File: src/rtl/game_pkg.sv
// -----------------------------------------------------------------------------
// game_pkg
//   Shared definitions for the game-logic / video timing slice.
//   - VGA 640x480 geometry constants, used as parameter defaults elsewhere.
//   - COUNT_W: width of the row/column counters from the sync/count stage.
//   - sched_state_t: state encoding of the vertical-blank update scheduler.
//   - at_line_start(): true on the first pixel (col 0) of a given row.
// -----------------------------------------------------------------------------
package game_pkg;

   localparam int VGA_TOTAL_COLS  = 800;
   localparam int VGA_TOTAL_ROWS  = 525;
   localparam int VGA_ACTIVE_ROWS = 480;

   // Both counters share one width; 800 columns need 10 bits.
   localparam int COUNT_W = $clog2(VGA_TOTAL_COLS);

   typedef enum logic [1:0] {
      IDLE  = 2'd0,
      SCAN  = 2'd1,
      GRANT = 2'd2
   } sched_state_t;

   // First column of the requested row.
   function automatic logic at_line_start(
      input logic [COUNT_W-1:0] row,
      input logic [COUNT_W-1:0] col,
      input logic [COUNT_W-1:0] target_row
   );
      return (row == target_row) && (col == '0);
   endfunction

endpackage

File: src/rtl/vblank_update_scheduler_slot_timer.sv
// -----------------------------------------------------------------------------
// slot_timer
//   Counts the cycles a single grant has been held.
//   Ports:
//     clk      in   clock
//     rst_n    in   asynchronous reset, active low (count -> 0)
//     load     in   restart the count at 0 (wins over enable)
//     enable   in   advance the count by one this cycle
//     terminal out  count has reached MAX_SLOT_CYCLES-1
// -----------------------------------------------------------------------------
module slot_timer #(
   parameter int MAX_SLOT_CYCLES = 4096,
   parameter int CNT_W           = $clog2(MAX_SLOT_CYCLES)
)(
   input  logic clk,
   input  logic rst_n,
   input  logic load,
   input  logic enable,
   output logic terminal
);

   localparam logic [CNT_W-1:0] LAST_COUNT = CNT_W'(MAX_SLOT_CYCLES - 1);

   logic [CNT_W-1:0] count_reg;

   always_ff @(posedge clk or negedge rst_n) begin
      if (!rst_n) begin
         count_reg <= '0;
      end else if (load) begin
         count_reg <= '0;
      end else if (enable) begin
         // Never runs past LAST_COUNT in practice: the owner leaves GRANT
         // on the terminal cycle, so wrap-around is harmless.
         count_reg <= count_reg + 1'b1;
      end
   end

   assign terminal = (count_reg == LAST_COUNT);

endmodule

File: src/rtl/vblank_update_scheduler.sv
// -----------------------------------------------------------------------------
// vblank_update_scheduler
//   Confines game-logic updates (ship, meteors, bullets, score) to the
//   vertical blanking interval. A window opens on the first blanking row,
//   requesters are offered exclusive access one at a time in ascending
//   index order, each grant is bounded by a slot timeout, and the window is
//   forcibly closed a little before the next frame's active video.
//
//   Ports:
//     i_Clk          in   pixel clock
//     i_Rst_L        in   asynchronous reset, active low
//     i_Col_Count    in   column counter from the sync/count stage
//     i_Row_Count    in   row counter from the sync/count stage
//     i_Req          in   level, requester n has an update pending
//     i_Done         in   pulse, requester n finished its update
//     o_Grant        out  one-hot (or zero) exclusive update permission
//     o_Frame_Tick   out  one-cycle pulse when the window opens
//     o_Frame_Count  out  frames since reset (wraps)
//     o_Busy         out  scheduler is inside an update window
//     o_Timeout_Err  out  one-cycle pulse when a grant is revoked by timeout
//     o_Overrun      out  one-cycle pulse when the window is force-closed
//                         while still busy
// -----------------------------------------------------------------------------
module vblank_update_scheduler
   import game_pkg::*;
#(
   parameter int NUM_REQ         = 4,
   parameter int ACTIVE_ROWS     = VGA_ACTIVE_ROWS,
   parameter int WIN_END_ROW     = VGA_TOTAL_ROWS - 2,
   parameter int MAX_SLOT_CYCLES = 4096
)(
   input  logic               i_Clk,
   input  logic               i_Rst_L,
   input  logic [COUNT_W-1:0] i_Col_Count,
   input  logic [COUNT_W-1:0] i_Row_Count,
   input  logic [NUM_REQ-1:0] i_Req,
   input  logic [NUM_REQ-1:0] i_Done,
   output logic [NUM_REQ-1:0] o_Grant,
   output logic               o_Frame_Tick,
   output logic [15:0]        o_Frame_Count,
   output logic               o_Busy,
   output logic               o_Timeout_Err,
   output logic               o_Overrun
);

   // idx must be able to hold NUM_REQ itself: that value marks "all scanned".
   localparam int IDX_W = $clog2(NUM_REQ + 1);

   localparam logic [COUNT_W-1:0] OPEN_ROW  = COUNT_W'(ACTIVE_ROWS);
   localparam logic [COUNT_W-1:0] CLOSE_ROW = COUNT_W'(WIN_END_ROW);
   localparam logic [IDX_W-1:0]   IDX_END   = IDX_W'(NUM_REQ);

   sched_state_t       state_reg,     state_next;
   logic [IDX_W-1:0]   idx_reg,       idx_next;
   logic [NUM_REQ-1:0] grant_reg,     grant_next;
   logic [15:0]        frame_cnt_reg, frame_cnt_next;
   logic               tick_reg,      tick_next;
   logic               timeout_reg,   timeout_next;
   logic               overrun_reg,   overrun_next;
   logic               busy_reg;

   logic               open_hit;
   logic               close_hit;
   logic [NUM_REQ-1:0] idx_onehot;
   logic [NUM_REQ-1:0] req_hit;
   logic [NUM_REQ-1:0] done_hit;
   logic               req_sel;
   logic               done_sel;
   logic               timer_load;
   logic               timer_enable;
   logic               timer_tc;

   // ------------------------------------------------------------------
   // Window boundaries, detected on the first column of the row
   // ------------------------------------------------------------------
   assign open_hit  = at_line_start(i_Row_Count, i_Col_Count, OPEN_ROW);
   assign close_hit = at_line_start(i_Row_Count, i_Col_Count, CLOSE_ROW);

   // ------------------------------------------------------------------
   // Per-requester decode. Indexing through a compare (rather than
   // i_Req[idx_reg]) keeps idx == NUM_REQ from reading out of range.
   // A done pulse only counts for the index that currently holds the
   // grant; stray pulses from anyone else fall out here.
   // ------------------------------------------------------------------
   for (genvar gi = 0; gi < NUM_REQ; gi++) begin : g_req
      assign idx_onehot[gi] = (idx_reg == IDX_W'(gi));
      assign req_hit[gi]    = i_Req[gi] & idx_onehot[gi];
      assign done_hit[gi]   = i_Done[gi] & grant_reg[gi];
   end

   assign req_sel  = |req_hit;
   assign done_sel = |done_hit;

   // ------------------------------------------------------------------
   // Slot timer: restarted as a grant is issued, runs while granting
   // ------------------------------------------------------------------
   assign timer_enable = (state_reg == GRANT);

   slot_timer #(
      .MAX_SLOT_CYCLES (MAX_SLOT_CYCLES)
   ) u_slot_timer (
      .clk      (i_Clk),
      .rst_n    (i_Rst_L),
      .load     (timer_load),
      .enable   (timer_enable),
      .terminal (timer_tc)
   );

   // ------------------------------------------------------------------
   // Scheduler next-state logic
   // ------------------------------------------------------------------
   always_comb begin
      state_next     = state_reg;
      idx_next       = idx_reg;
      grant_next     = grant_reg;
      frame_cnt_next = frame_cnt_reg;
      tick_next      = 1'b0;
      timeout_next   = 1'b0;
      overrun_next   = 1'b0;
      timer_load     = 1'b0;

      if ((state_reg != IDLE) && close_hit) begin
         // Forced close outranks done, timeout and scan advance so that
         // nothing is still being written when active video resumes.
         state_next   = IDLE;
         grant_next   = '0;
         overrun_next = 1'b1;
      end else begin
         unique case (state_reg)
            IDLE: begin
               if (open_hit) begin
                  state_next     = SCAN;
                  idx_next       = '0;
                  tick_next      = 1'b1;
                  frame_cnt_next = frame_cnt_reg + 16'd1;
               end
            end

            SCAN: begin
               if (idx_reg == IDX_END) begin
                  state_next = IDLE;
               end else if (req_sel) begin
                  state_next = GRANT;
                  grant_next = idx_onehot;
                  timer_load = 1'b1;
               end else begin
                  idx_next = idx_reg + 1'b1;
               end
            end

            GRANT: begin
               // Done on the terminal cycle still counts as a clean finish.
               if (done_sel) begin
                  state_next = SCAN;
                  grant_next = '0;
                  idx_next   = idx_reg + 1'b1;
               end else if (timer_tc) begin
                  state_next   = SCAN;
                  grant_next   = '0;
                  idx_next     = idx_reg + 1'b1;
                  timeout_next = 1'b1;
               end
            end

            default: begin
               state_next = IDLE;
               grant_next = '0;
            end
         endcase
      end
   end

   // ------------------------------------------------------------------
   // State and output registers
   // ------------------------------------------------------------------
   always_ff @(posedge i_Clk or negedge i_Rst_L) begin
      if (!i_Rst_L) begin
         state_reg     <= IDLE;
         idx_reg       <= '0;
         grant_reg     <= '0;
         frame_cnt_reg <= '0;
         tick_reg      <= 1'b0;
         timeout_reg   <= 1'b0;
         overrun_reg   <= 1'b0;
         busy_reg      <= 1'b0;
      end else begin
         state_reg     <= state_next;
         idx_reg       <= idx_next;
         grant_reg     <= grant_next;
         frame_cnt_reg <= frame_cnt_next;
         tick_reg      <= tick_next;
         timeout_reg   <= timeout_next;
         overrun_reg   <= overrun_next;
         busy_reg      <= (state_next != IDLE);
      end
   end

   assign o_Grant       = grant_reg;
   assign o_Frame_Tick  = tick_reg;
   assign o_Frame_Count = frame_cnt_reg;
   assign o_Busy        = busy_reg;
   assign o_Timeout_Err = timeout_reg;
   assign o_Overrun     = overrun_reg;

endmodule

File: config.mk
export PLATFORM = sky130hd
export DESIGN_NAME = vblank_update_scheduler
export DESIGN_NICKNAME = d
export VERILOG_FILES = /design/src/rtl/game_pkg.sv /design/src/rtl/vblank_update_scheduler_slot_timer.sv /design/src/rtl/vblank_update_scheduler.sv
export SDC_FILE = /design/constraint.sdc
export NUM_CORES = 1
export LEC_CHECK = 0
export BUFFER_PORTS_ARGS = -buffer_cell sky130_fd_sc_hd__buf_2
export CAP_MARGIN = 40
export CORE_MARGIN = 3
export CORE_UTILIZATION = 45
export CTS_BUF_LIST = sky130_fd_sc_hd__clkbuf_8 sky130_fd_sc_hd__clkbuf_16
export DETAILED_ROUTE_END_ITERATION = 10
export GPL_ROUTABILITY_DRIVEN = 0
export PLACE_DENSITY = 0.69
export SYNTH_ARGS = -nofsm -noshare
export SYNTH_HDL_FRONTEND = slang
export SYNTH_SLANG_ARGS = --single-unit
File: constraint.sdc
create_clock -name i_Clk -period 4.2 [get_ports i_Clk]
set_clock_uncertainty 0.15 [all_clocks]
set_input_delay 0.42 -clock i_Clk [delete_from_list [all_inputs] [get_ports i_Clk]]
set_output_delay 0.42 -clock i_Clk [all_outputs]
set_load 0.01 [all_outputs]
# Word level (Yosys, flattened, before mapping)
# Cells that the tools add are included.
# W data, S select, Z words.
[totals]
register_bits = 41
output_inout_bits = 24
in_bits = 30
[classes]
bitwise_logic = 9
eq_ne = 17
reduce_logical = 15
muxes = 33
n_addsub = 3
[ops]
columns = ["operator", "n"]
rows = [
  ["$mux W12", 2],
  ["$mux W4", 5],
  ["$add A16 B1 Y16 const B", 1],
  ["$mux W3", 5],
  ["$add A12 B1 Y12 const B", 1],
  ["$eq A12 B12 Y1 const B", 1],
  ["$mux W1", 12],
  ["$mux W2", 6],
  ["$pmux W4 S3", 1],
  ["$eq A10 B10 Y1 const B", 1],
  ["$eq A10 B9 Y1 const B", 1],
  ["$logic_not A10 Y1", 1],
  ["$pmux W3 S3", 1],
  ["$and A1 B1 Y1", 8],
  ["$ne A2 B2 Y1 const B", 4],
  ["$reduce_or A4 Y1", 2],
  ["$eq A3 B2 Y1 const B", 2],
  ["$ne A3 B3 Y1 const B", 2],
  ["$pmux W2 S3", 1],
  ["$reduce_and A6 Y1", 1],
  ["$reduce_bool A2 Y1", 3],
  ["$ne A4 B2 Y1 const B", 1],
  ["$reduce_and A4 Y1", 1],
  ["$add A3 B1 Y3 const B", 1],
  ["other kinds (11)", 13],
]

# Logic depth before layout (Yosys ltp)
# Gate-level depths: netlist of run 1.
[logic_depth]
ltp_word = 8
depth_mapped = 8
ltp_nobuf = 7

# Cells and area by module
# A second synthesis of run 1 with hierarchy kept.
[hier_totals]
hier_cells = 207
hier_area_um2 = 2157.1
[modules_own_cells]
columns = ["module", "cells_per_inst", "instances", "seq_area_each_um2", "area_per_inst_um2"]
rows = [
  ["vblank_update_scheduler", 147, 1, 725.7, 1559.0],
  ["slot_timer", 60, 1, 300.3, 598.1],
]

# Worst setup path after synthesis of run 1
# OpenSTA, ideal clock, no wires.
[synth_path]
kind = "input-to-reg"
from = "input port i_Row_Count[7]"
to = "register grant_reg[1], in the netlist o_Grant[1]"
stages = 6
required_ps = 3924
slack_ps = 2143
t_arrival_ps = 1781
path_cell_list = "or4b_4 > nor4b_4 > nand2_2 > clkinv_2 > nor4_2 > a221o_1"
[synth_between]
elab_chain_cells = 5
[synth_rtl]
columns = ["item", "line", "text"]
rows = [
  ["start: declaration", "vblank_update_scheduler.sv:35", "input logic [COUNT_W-1:0] i_Row_Count,"],
  ["$eq A10 B10 Y1 *", "game_pkg.sv:30", "return (row == target_row) && (col == '0);"],
  ["$logic_and A1 B1 Y1 *", "game_pkg.sv:30", ""],
  ["$logic_and A1 B1 Y1 *", "vblank_update_scheduler.sv:122", "if ((state_reg != IDLE) && close_hit) begin"],
  ["$ne A4 B2 Y1 (no line) (tied with other cells)", "n/a", ""],
  ["$reduce_and A4 Y1 (no line)", "n/a", ""],
  ["end signal: assignment", "vblank_update_scheduler.sv:189", "grant_reg <= grant_next;"],
  ["end: declaration", "vblank_update_scheduler.sv:55", "logic [NUM_REQ-1:0] grant_reg, grant_next;"],
]
# Mark *: on every way between the ends. The rest lies on a longest branch, timed or not.
# A chain may end at the register's enable or synchronous reset.

# Worst setup path after layout of run 1
[layout_path]
from = "register idx_reg[0]"
to = "register grant_reg[0], in the netlist o_Grant[0]"
[layout_between]
elab_chain_cells = 5
[layout_rtl]
columns = ["item", "line", "text"]
rows = [
  ["start: declaration", "vblank_update_scheduler.sv:54", "logic [IDX_W-1:0] idx_reg, idx_next;"],
  ["start signal: assignment", "vblank_update_scheduler.sv:188", "idx_reg <= idx_next;"],
  ["$eq A3 B1 Y1 (tied with other cells)", "vblank_update_scheduler.sv:86", "assign idx_onehot[gi] = (idx_reg == IDX_W'(gi));"],
  ["$and A1 B1 Y1 or $mux W4 (tied branches)", "vblank_update_scheduler.sv:87, vblank_update_scheduler.sv:142", ""],
  ["$reduce_or A4 Y1 or $mux W4 (tied branches)", "vblank_update_scheduler.sv:91, vblank_update_scheduler.sv:140", ""],
  ["$ne A3 B3 Y1 (no line) or $pmux W4 S3 (tied branches)", "n/a", ""],
  ["$reduce_and A4 Y1 (no line) or $mux W4 (tied branches)", "n/a", ""],
]
# Several ways; a longest one is shown, not always the timed one. The select of a mux whose other input is x is not followed.

==> metrics, run 1 <==
sequential element share of the synthesized area=0.467; std cell rows=24; Seq pwr share=0.583; Post-Syn Nets=250; TritonCTS Buffers=5; DR WL/cell=approximately 13 um; total power per unit cell area=roughly 260 nW/um^2; final-stage net count=between 300 and 400; vias in the first global route=1688; CP max FO=6; # DRC=0; Comb power frac=0.042; CTS tree=built; CTS root buf=clkbuf_8; post-layout instance area=2630 um^2; Clock power frac=0.375; Final Hold Viols=0; initial antenna violation count=0; CP startpoint kind=flip-flop; Internal=between 500 and 600 uW; max-cap violation count=0; share of cells above drive strength 1=0.266; DR iter-0 viols=75; Peak supply drop=116 uV; #FFs+latches synth=around 40; Setup crit end kind=flip-flop; drt pass-1 iters=4; synth unique cells=41; Post-CTS Repair Setup Buffers=0; CTS Buffer Depth=2; most common cell after layout, fill and taps aside=buf_2; max reg flops=16; Layout Cells excl Fill=332; count of final setup violators=0; P_sw=~150 uW; Die Y-Extent=about 76 um; post-layout total power=around 680 uW; area grow syn2layout=19.9%; pre-CTS setup slack=approximately 1.9 ns; setup TNS=0 ns; Post-Syn Area per Cell=approximately 11 um^2; Yosys Warn Count=0; Worst R2R Setup Slack=just under 2 ns; highest-count cells in the layout ignoring fill and taps=buf_2 (53), dfrtp_1 (41), nor2_1 (21); pin count of the biggest net entering global routing=31; diode count=0; critical path required time=4.23 ns; Antenna Violating Nets Remaining=0; clock sink count=41; Clock H-tree levels=2; worst-skew pair later-pin latency=~0.3 ns; CTS hold repair buffers=1; Leak=around 1.3 nW; FMAX=0.439 GHz; setup ws final=a little under 2 ns; Fillers=a little over 400; via count=roughly 1700; Critical Path AT=about 2.3 ns; Reg clk slew, reported paths=roughly 0.080 ns; dpl cells=roughly 320; Total Wirelength=roughly 4.3 mm; hold crit path type=in -> reg; period utilization=0.543; Slew HR=0.575; I/O pin count=between 50 and 60; Crit Path Category=reg -> reg; Std-Cell Core Area=about 4500 um^2; Cell Area, Synth=approximately 2200 um^2; global-route wire length before repair=~7.4 mm; Initial Util=0.484; dpl cell area=2540 um^2; RSZ-0062 raised after global routing=no; status=completed; Total GRT Usage=0.170; worst-margin pin slew=around 0.63 ns; post-synthesis instance total=approximately 210; I/O Buffers=between 50 and 60; GRT Residual Overflow=0; switching fraction of total power=0.227; detailed placement HPWL=roughly 3.3 mm; die area=about 5800 um^2; Die X=around 76 um; Slew Limit Fails=0; post_cts resized=0; Vias/cell=slightly above 5; fin crit period=2.28 ns
## per-stage QoR
stage	utilization	hold WS [ns]
6_report	0.581	0.299
5_1_grt	0.581	0.320
4_1_cts	0.581	0.287
3_5_place_dp	0.560	0.167
3_3_place_gp	0.555	0.301
2_1_floorplan	-	-0.0256
## worst max-delay path, stage by stage, from the launching register on
cell and delay [ns]:
dfrtp_1 0.38, inv_1 0.09, ha_1 0.22, a22oi_1 0.17
o211ai_1 0.14, a21boi_0 0.55, nor4_2 0.14, a221o_1 0.32
## Yosys cell counts (all sizes together)
| master | n | area, um^2 |
|---|---|---|
| a22oi | 3 | 22.5 |
| mux2i | 4 | 40.0 |
| o21ai | 3 | 15.0 |
| a211oi | 1 | 7.51 |
| ha | 12 | 150 |
| nor2b | 1 | 6.26 |
| nand3 | 7 | 35.0 |
| nor4 | 6 | 50.0 |
| or4 | 1 | 7.51 |
| and4 | 3 | 26.3 |
| o21a | 1 | 7.51 |
| nand3b | 2 | 15.0 |
| nor3 | 4 | 25.0 |
| xor2 | 15 | 131 |
| buf | 3 | 21.3 |
| and3 | 7 | 43.8 |
| mux2 | 1 | 11.3 |
| o21bai | 1 | 7.51 |
| o211ai | 2 | 15.0 |
| and2 | 1 | 8.76 |
| or4b | 1 | 13.8 |
| dfrtp | 41 | 1030 |
| nand4bb | 2 | 22.5 |
| nand2 | 18 | 70.1 |
| nand4 | 10 | 62.6 |
| xnor2 | 11 | 96.3 |
| a21boi | 2 | 15.0 |
| nor2 | 21 | 78.8 |
| o311a | 1 | 10.0 |
| clkinv | 1 | 5.00 |
| a221o | 3 | 30.0 |
| clkbuf | 1 | 3.75 |
| nor4b | 1 | 23.8 |
| o211a | 3 | 30.0 |
| inv | 10 | 37.5 |
| a21oi | 1 | 5.00 |
| nand2b | 3 | 18.8 |
## cell type report
type | count | area, um^2 | share of cell area
multi-input cells | 152 | 1100 | 0.419
flip-flops and latches | 41 | 1030 | 0.390
repair buffers | 55 | 295 | 0.112
well taps | 65 | 81.3 | 0.0309
clock buffers | 5 | 68.8 | 0.0261
inverters | 11 | 42.5 | 0.0162
clock inverters | 3 | 17.5 | 0.00665
## metal layers
| layer | wire, um | part of all wire | GRT usage | vias to the layer above |
|---|---|---|---|---|
| met5 | 0 | 0 | 0 | - |
| met4 | 83 | 0.019 | 0.0893 | 0 |
| met3 | 153 | 0.035 | 0.0290 | 7 |
| met2 | 2110 | 0.49 | 0.273 | 35 |
| met1 | 1970 | 0.46 | 0.218 | 803 |
| li1 | - | - | - | 848 |
## power by group through the flow
stage / combinational, mW / sequential [mW] / clock, mW
3_3_place_gp: 0.0261 / 0.402 / 0
5_1_grt: 0.0329 / 0.395 / 0.277
3_5_place_dp: 0.0289 / 0.402 / 0
2_1_floorplan: 0.00403 / 0.403 / 0
6_report: 0.0286 / 0.395 / 0.254
4_1_cts: 0.0296 / 0.394 / 0.265
## final timing paths
kind,from,end,cells after the start
min in group asynchronous,i_Rst_L,o_Frame_Count[12]$_DFFE_PN0P_,2
min reg2reg,o_Frame_Count[15]$_DFFE_PN0P_,o_Frame_Count[15]$_DFFE_PN0P_,1
min,i_Done[3],o_Timeout_Err$_DFF_PN0_,4
max,idx_reg[0]$_DFFE_PN0P_,o_Grant[0]$_DFFE_PN0P_,7
max in group asynchronous,i_Rst_L,idx_reg[2]$_DFFE_PN0P_,3
max reg2reg,idx_reg[0]$_DFFE_PN0P_,o_Grant[0]$_DFFE_PN0P_,7
## logic make-up after synthesis
family	Yosys count	share of synthesized area
simple gates	88	0.231
flops	41	0.467
xor+xnor	26	0.104
compound gates	21	0.0752
buf+inv	15	0.0308
fa+ha+maj	12	0.0684
mux	5	0.0234
No activity file was read; power rests on OpenSTA's default activity.
==> inputs of run 2 (changes only) <==
ABC_AREA = 1   (was not set)
PLACE_DENSITY = 0.7   (was 0.69)
clock period = 2 ns   (was 4.2 ns; I/O delays follow)
==> run 2 against run 1 <==
  * Hold slack got worse by 0.14 ns
  * Critical path type unchanged
  * Die area increased by 16%
  * Final cell count grew 40%
  * Via count rose by 33%
  * Flip-flop and latch count unchanged
  * Synthesized area up 17%
  * Count of clock-buffer cells in the layout increased by 1
  * Critical path depth up 3
  * Final area rose by 16%
  * Largest cell class unchanged
  * Clock power grew 110%
  * Combinational power increased to 2.7 times the previous value
==> metrics, run 2 <==
std cell rows=26; final-stage net count=438; sequential element share of the synthesized area=0.399; Crit Path Category=reg -> reg; complex-gate fraction of the synthesized area=0.0360; worst-skew pair later-pin latency=between 0.2 and 0.3 ns; dpl cells=approximately 460; Internal=between 1 and 1.5 mW; Leak=around 1.7 nW; count of final setup violators=0; Post-Synth Adder-Cell Area=0.0583; switching fraction of total power=0.220; vias in the first global route=between 2000 and 2500; Antenna Violating Nets Remaining=0; Post-CTS Repair Setup Buffers=0; Post-Syn Nets=between 300 and 400; status=completed; Synth top area share=0.399; detailed placement HPWL=4.14 mm; GRT Residual Overflow=0; CTS tree=built; simple-gate share of the synthesized area=0.394; Post-Synth XOR/XNOR Area=0.0544; I/O pin count=54; pin count of the biggest net entering global routing=29; drt pass-1 iters=4; pre-CTS setup slack=around 0.13 ns; Initial Util=0.485; period utilization=0.924; most utilized layer in the global route result=met2; Cell Area, Synth=2570 um^2; total power per unit cell area=476 nW/um^2; Die X=81.6 um; Std-Cell Core Area=5300 um^2; FMAX=0.541 GHz; largest family of logic cells by synthesized area=simple AND/OR/NAND/NOR gates; most instantiated cells after synthesis=nand2_1 (98), dfrtp_1 (41), nor2_1 (41); met1 Track Usage GR=0.235; Post-synth EDFFs=0; Seq pwr share=0.574; Die Y-Extent=81.6 um; synth unique cells=30; global-route wire length before repair=roughly 9 mm; Synth area leader=dfrtp_1; RSZ-0062 raised after global routing=no; setup TNS=0 ns; setup ws final=about 0.15 ns; global-route track usage on met2=0.282; P_sw=approximately 320 uW; Total GRT Usage=0.175; CTS Buffer Depth=2; Post-Syn Area per Cell=about 7.7 um^2; most common cell after layout, fill and taps aside=nand2_1; Layout Cells excl Fill=~470; Clock power frac=0.373; Setup crit end kind=flip-flop; dpl cell area=a little under 3000 um^2; worst r2r src=idx_reg[0]$_DFFE_PN0P_; fin crit period=~1.8 ns; min-delay src=i_Done[3]; Reg clk slew, reported paths=~0.070 ns; CP startpoint kind=flip-flop; worst-margin pin slew=between 0.6 and 0.7 ns; max-cap violation count=0; Total Wirelength=about 5.3 mm; diode count=0; highest-count cells in the layout ignoring fill and taps=nand2_1 (98), buf_2 (53), nor2_1 (41), dfrtp_1 (41), inv_1 (37); max reg flops=16; Yosys Warn Count=0; area grow syn2layout=18.4%; Most used DFF post-synth=dfrtp_1; via count=2249; #FFs+latches synth=41; met3 usage=0.0373; crit path from=idx_reg[0]$_DFFE_PN0P_; CP max FO=5; post-layout instance area=about 3000 um^2; initial antenna violation count=0; TritonCTS Buffers=5; die area=approximately 6700 um^2; Fillers=approximately 520; Critical Path AT=1.88 ns; DR WL/cell=11.4 um; hold crit path type=in -> reg; Comb power frac=0.053; Clock H-tree levels=2; Peak supply drop=between 300 and 400 uV; I/O Buffers=53; critical path required time=about 2.0 ns; # DRC=0; Synth area leaders=dfrtp_1 (40%), nand2_1 (14%), nor2_1 (6.0%); CTS root buf=clkbuf_8; Final Hold Viols=0; Vias/cell=around 4.8; Slew Limit Fails=0; DR iter-0 viols=96; mux share of post-synthesis cell area=0; share of cells above drive strength 1=0.245; Synth async-reset ratio=1.00; clock sink count=slightly above 40; most common cell in the netlist=nand2_1; Slew HR=0.568; post-synthesis instance total=333
run 2: cell count changes after synthesis, sizes merged, moves of 6 or more:
| cell | before | now |
|---|---|---|
| nor4 | 6 | 0 |
| nand3 | 7 | 25 |
| and3 | 7 | 1 |
| a21oi | 1 | 7 |
| nor2 | 21 | 54 |
| nand2 | 18 | 105 |
| inv | 10 | 38 |
| nor3 | 4 | 13 |
run 2: cell type report:
class	count	area [um^2]	share of cell area
flip-flops and latches	41	1030	0.337
repair buffers	57	298	0.0977
clock inverters	1	3.75	0.00123
inverters	39	149	0.0489
clock buffers	6	82.6	0.0271
multi-input cells	252	1400	0.460
well taps	70	87.6	0.0287
run 2: final timing paths:
check	to	slack, ns	cells past startpoint
max reg2reg	idx_reg[1]$_DFFE_PN0P_	0.15	10
min in group asynchronous	state_reg[1]$_DFF_PN0_	0.32	2
max in group asynchronous	u_slot_timer.count_reg[7]$_DFFE_PN0P_	0.75	3
min	o_Timeout_Err$_DFF_PN0_	0.16	6
max	idx_reg[1]$_DFFE_PN0P_	0.15	10
min reg2reg	o_Grant[3]$_DFFE_PN0P_	0.35	2
run 2: kinds of logic after synthesis:
group,after synthesis
buffers and inverters,40
XOR/XNOR,16
AO/OA/AOI/OAI,17
flip-flops,41
adder cells (fa/ha/maj),12
AND/OR/NAND/NOR,207
run 2: layer usage:
metal / vias up / wire length, um / part of all wire
met3: 7 / 316 / 0.059
met4: 0 / 61 / 0.011
li1: 1169 / - / -
met2: 64 / 2470 / 0.46
met1: 1009 / 2470 / 0.46
met5: - / 0 / 0
run 2: metrics by stage:
step / hold slack, ns / power, mW / utilization
2_1_floorplan: -0.246 / 0.873 / -
3_3_place_gp: 0.109 / 0.924 / 0.555
3_5_place_dp: 0.118 / 0.926 / 0.555
4_1_cts: 0.152 / 1.48 / 0.573
5_1_grt: 0.198 / 1.54 / 0.575
6_report: 0.161 / 1.45 / 0.575
run 2: timing repair:
item                       4_1_cts  5_1_grt
hold buffers                     1        0
setup endpoints to repair        0        5
resized for setup                0        2
hold endpoints to repair        27        0
run 2: power by group through the flow:
stage	logic (mW)	clock network, mW	registers [mW]
floorplan	0.0239	0	0.849
finish	0.0765	0.542	0.833
global route	0.0893	0.614	0.833
CTS	0.0782	0.566	0.833
detailed placement	0.0767	0	0.850
global placement	0.0750	0	0.849
run 2: worst max-delay path, cell delays in order (launching register included):
cell     delay [ns]
dfrtp_1        0.43
ha_1           0.22
ha_1           0.20
nand2_1        0.06
nand2_1        0.08
nor2_4         0.19
a21oi_2        0.10
nor2_4         0.14
nand2_2        0.08
nand2_1        0.06
nand2_1        0.05
==> inputs of run 3 (changes only) <==
CORE_UTILIZATION = 35   (was 45)
PLACE_DENSITY = not set   (was 0.7)
==> run 3 against run 2 <==
  * Global-route usage decreased by 4.2 points
  * Final area increased by 1.8%
  * Sequential share of layout area decreased by 0.58 points
  * Sequential power about the same
  * Total power about the same
  * First-iteration DRC count decreased by 28%
  * Hold slack got worse by 0.017 ns
  * Maximum frequency increased by 0.16%
  * Worst setup slack improved by 0.0030 ns
  * Die area increased by 26%
  * Utilization decreased by 13 points
  * Critical path type unchanged
  * Highest routed layer unchanged
==> metrics, run 3 (synthesized netlist as in run 2, its figures left out) <==
total power per unit cell area=roughly 470 nW/um^2; GRT Residual Overflow=0; Initial Util=0.371; max reg flops=16; TritonCTS Buffers=5; critical path required time=between 2 and 2.5 ns; status=completed; area grow syn2layout=20.5%; via count=around 2200; Peak supply drop=254 uV; # DRC=0; Layout Cells excl Fill=~490; I/O pin count=between 50 and 60; CTS tree=built; CP startpoint kind=flip-flop; Clock power frac=0.370; utilization after layout=0.447; hold crit path type=in -> reg; Reg clk slew, reported paths=around 0.080 ns; FMAX=about 0.54 GHz; DR iter-0 viols=69; fin crit period=between 1.5 and 2 ns; Total Wirelength=around 5.3 mm; Critical Path AT=1.89 ns; area of the multi-input gates=roughly 1400 um^2; Seq pwr share=0.574; Total GRT Usage=0.132; diode count=0; Die Y-Extent=91.8 um; worst-margin pin slew=about 0.42 ns; clock sink count=41; Vias/cell=4.49; Antenna Violating Nets Remaining=0; I/O Buffers=53; worst-skew pair later-pin latency=about 0.30 ns; Fillers=between 700 and 800; minimum hold slack=about 0.14 ns; Slew Limit Fails=0; CTS Buffer Depth=2; CP peak stage delay=between 0.4 and 0.5 ns; Crit Path Category=reg -> reg; Post-CTS Repair Setup Buffers=0; global-route wire length before repair=slightly above 9 mm; Leak=between 1.5 and 2 nW; RSZ-0062 raised after global routing=no; drt pass-1 iters=4; switching fraction of total power=0.237; Comb power frac=0.055; final-stage net count=439; Final Hold Viols=0; DR WL/cell=about 11 um; initial antenna violation count=0; most common cell after layout, fill and taps aside=nand2_1; crit path cell chain=ha_1, ha_1, nand2_1, nand2_1, nor2_4, a21oi_2, nor2_4, nand2_2, nand2_1, nand2_1; count of final setup violators=0; highest-count cells in the layout ignoring fill and taps=nand2_1 (98), buf_2 (53), dfrtp_1 (41); P_sw=roughly 340 uW; Clock H-tree levels=2; slowest CP cell=dfrtp_1; std cell rows=30; die area=around 8400 um^2; setup TNS=0 ns; Internal=1.11 mW; Setup crit end kind=flip-flop; Slew HR=0.722; CP max FO=5; vias in the first global route=between 2000 and 2500; dpl cells=485; detailed placement HPWL=approximately 4.3 mm; share of cells above drive strength 1=0.251; register area=slightly above 1000 um^2; Die X=between 90 and 100 um; max-cap violation count=0; CP most frequent cell=nand2_1; period utilization=0.923; CTS root buf=clkbuf_8; pin count of the biggest net entering global routing=26; Std-Cell Core Area=about 6900 um^2
-- run 3: cell count changes in the layout (fill, tap and decap cells not counted), sizes merged --
cell	before	now
buf	56	57
clkbuf	6	5
clkinvlp	0	2
-- run 3: area by class of cell --
cell class,count,share of cell area
Clock buffer,5,0.0222
Clock inverter,3,0.00605
Inverter,39,0.0472
Multi-Input combinational cell,252,0.453
Sequential cell,41,0.331
Tap cell,96,0.0387
Timing Repair Buffer,58,0.102
-- run 3: repair_timing --
action / 4_1_cts / 5_1_grt
endpoints found under the setup margin: 0 / 2
hold endpoints to repair: 16 / 0
gates resized for setup: 0 / 2
hold buffers: 1 / 0
-- run 3: per-stage QoR --
stage / setup slack [ns] / power, mW / instance area (um^2)
floorplan: 0.281 / 0.873 / 2570
detailed placement: 0.117 / 0.930 / 3000
CTS: 0.102 / 1.48 / 3090
finish: 0.155 / 1.45 / 3100
global route: 0.0117 / 1.52 / 3100
global placement: 0.108 / 0.928 / 3000
-- run 3: path summary, 6_finish.rpt --
| path | from | to | slack, ns | depth (start not counted) |
|---|---|---|---|---|
| setup / recovery | idx_reg[0]$_DFFE_PN0P_ | idx_reg[1]$_DFFE_PN0P_ | 0.15 | 10 |
| hold / removal | i_Done[3] | o_Timeout_Err$_DFF_PN0_ | 0.14 | 6 |
| setup reg to reg | idx_reg[0]$_DFFE_PN0P_ | idx_reg[1]$_DFFE_PN0P_ | 0.15 | 10 |
| hold reg to reg | u_slot_timer.count_reg[6]$_DFFE_PN0P_ | u_slot_timer.count_reg[6]$_DFFE_PN0P_ | 0.35 | 1 |
| max in group asynchronous | i_Rst_L | u_slot_timer.count_reg[4]$_DFFE_PN0P_ | 1.00 | 3 |
| min in group asynchronous | i_Rst_L | o_Frame_Count[4]$_DFFE_PN0P_ | 0.23 | 2 |
-- run 3: routing by layer --
layer,track usage,wire (um)
met5,0,0
met4,0.0446,77
met3,0.0238,249
met2,0.209,2380
met1,0.183,2600
-- run 3: power by group through the flow --
stage	Sequential (mW)	Clock (mW)	Combinational [mW]
final	0.833	0.537	0.0805
after global routing	0.833	0.591	0.0922
after CTS	0.833	0.565	0.0827
after detailed placement	0.849	0	0.0809
after global placement	0.849	0	0.0790
after floorplan	0.849	0	0.0239
-- run 3: critical path, delay by kind of cell (launching register included) --
kind / cells / cell delay, ns
adders and majority gates: 2 / 0.41
DFF: 1 / 0.43
AOI/OAI and AO/OA: 1 / 0.10
and+or+nand+nor: 7 / 0.67
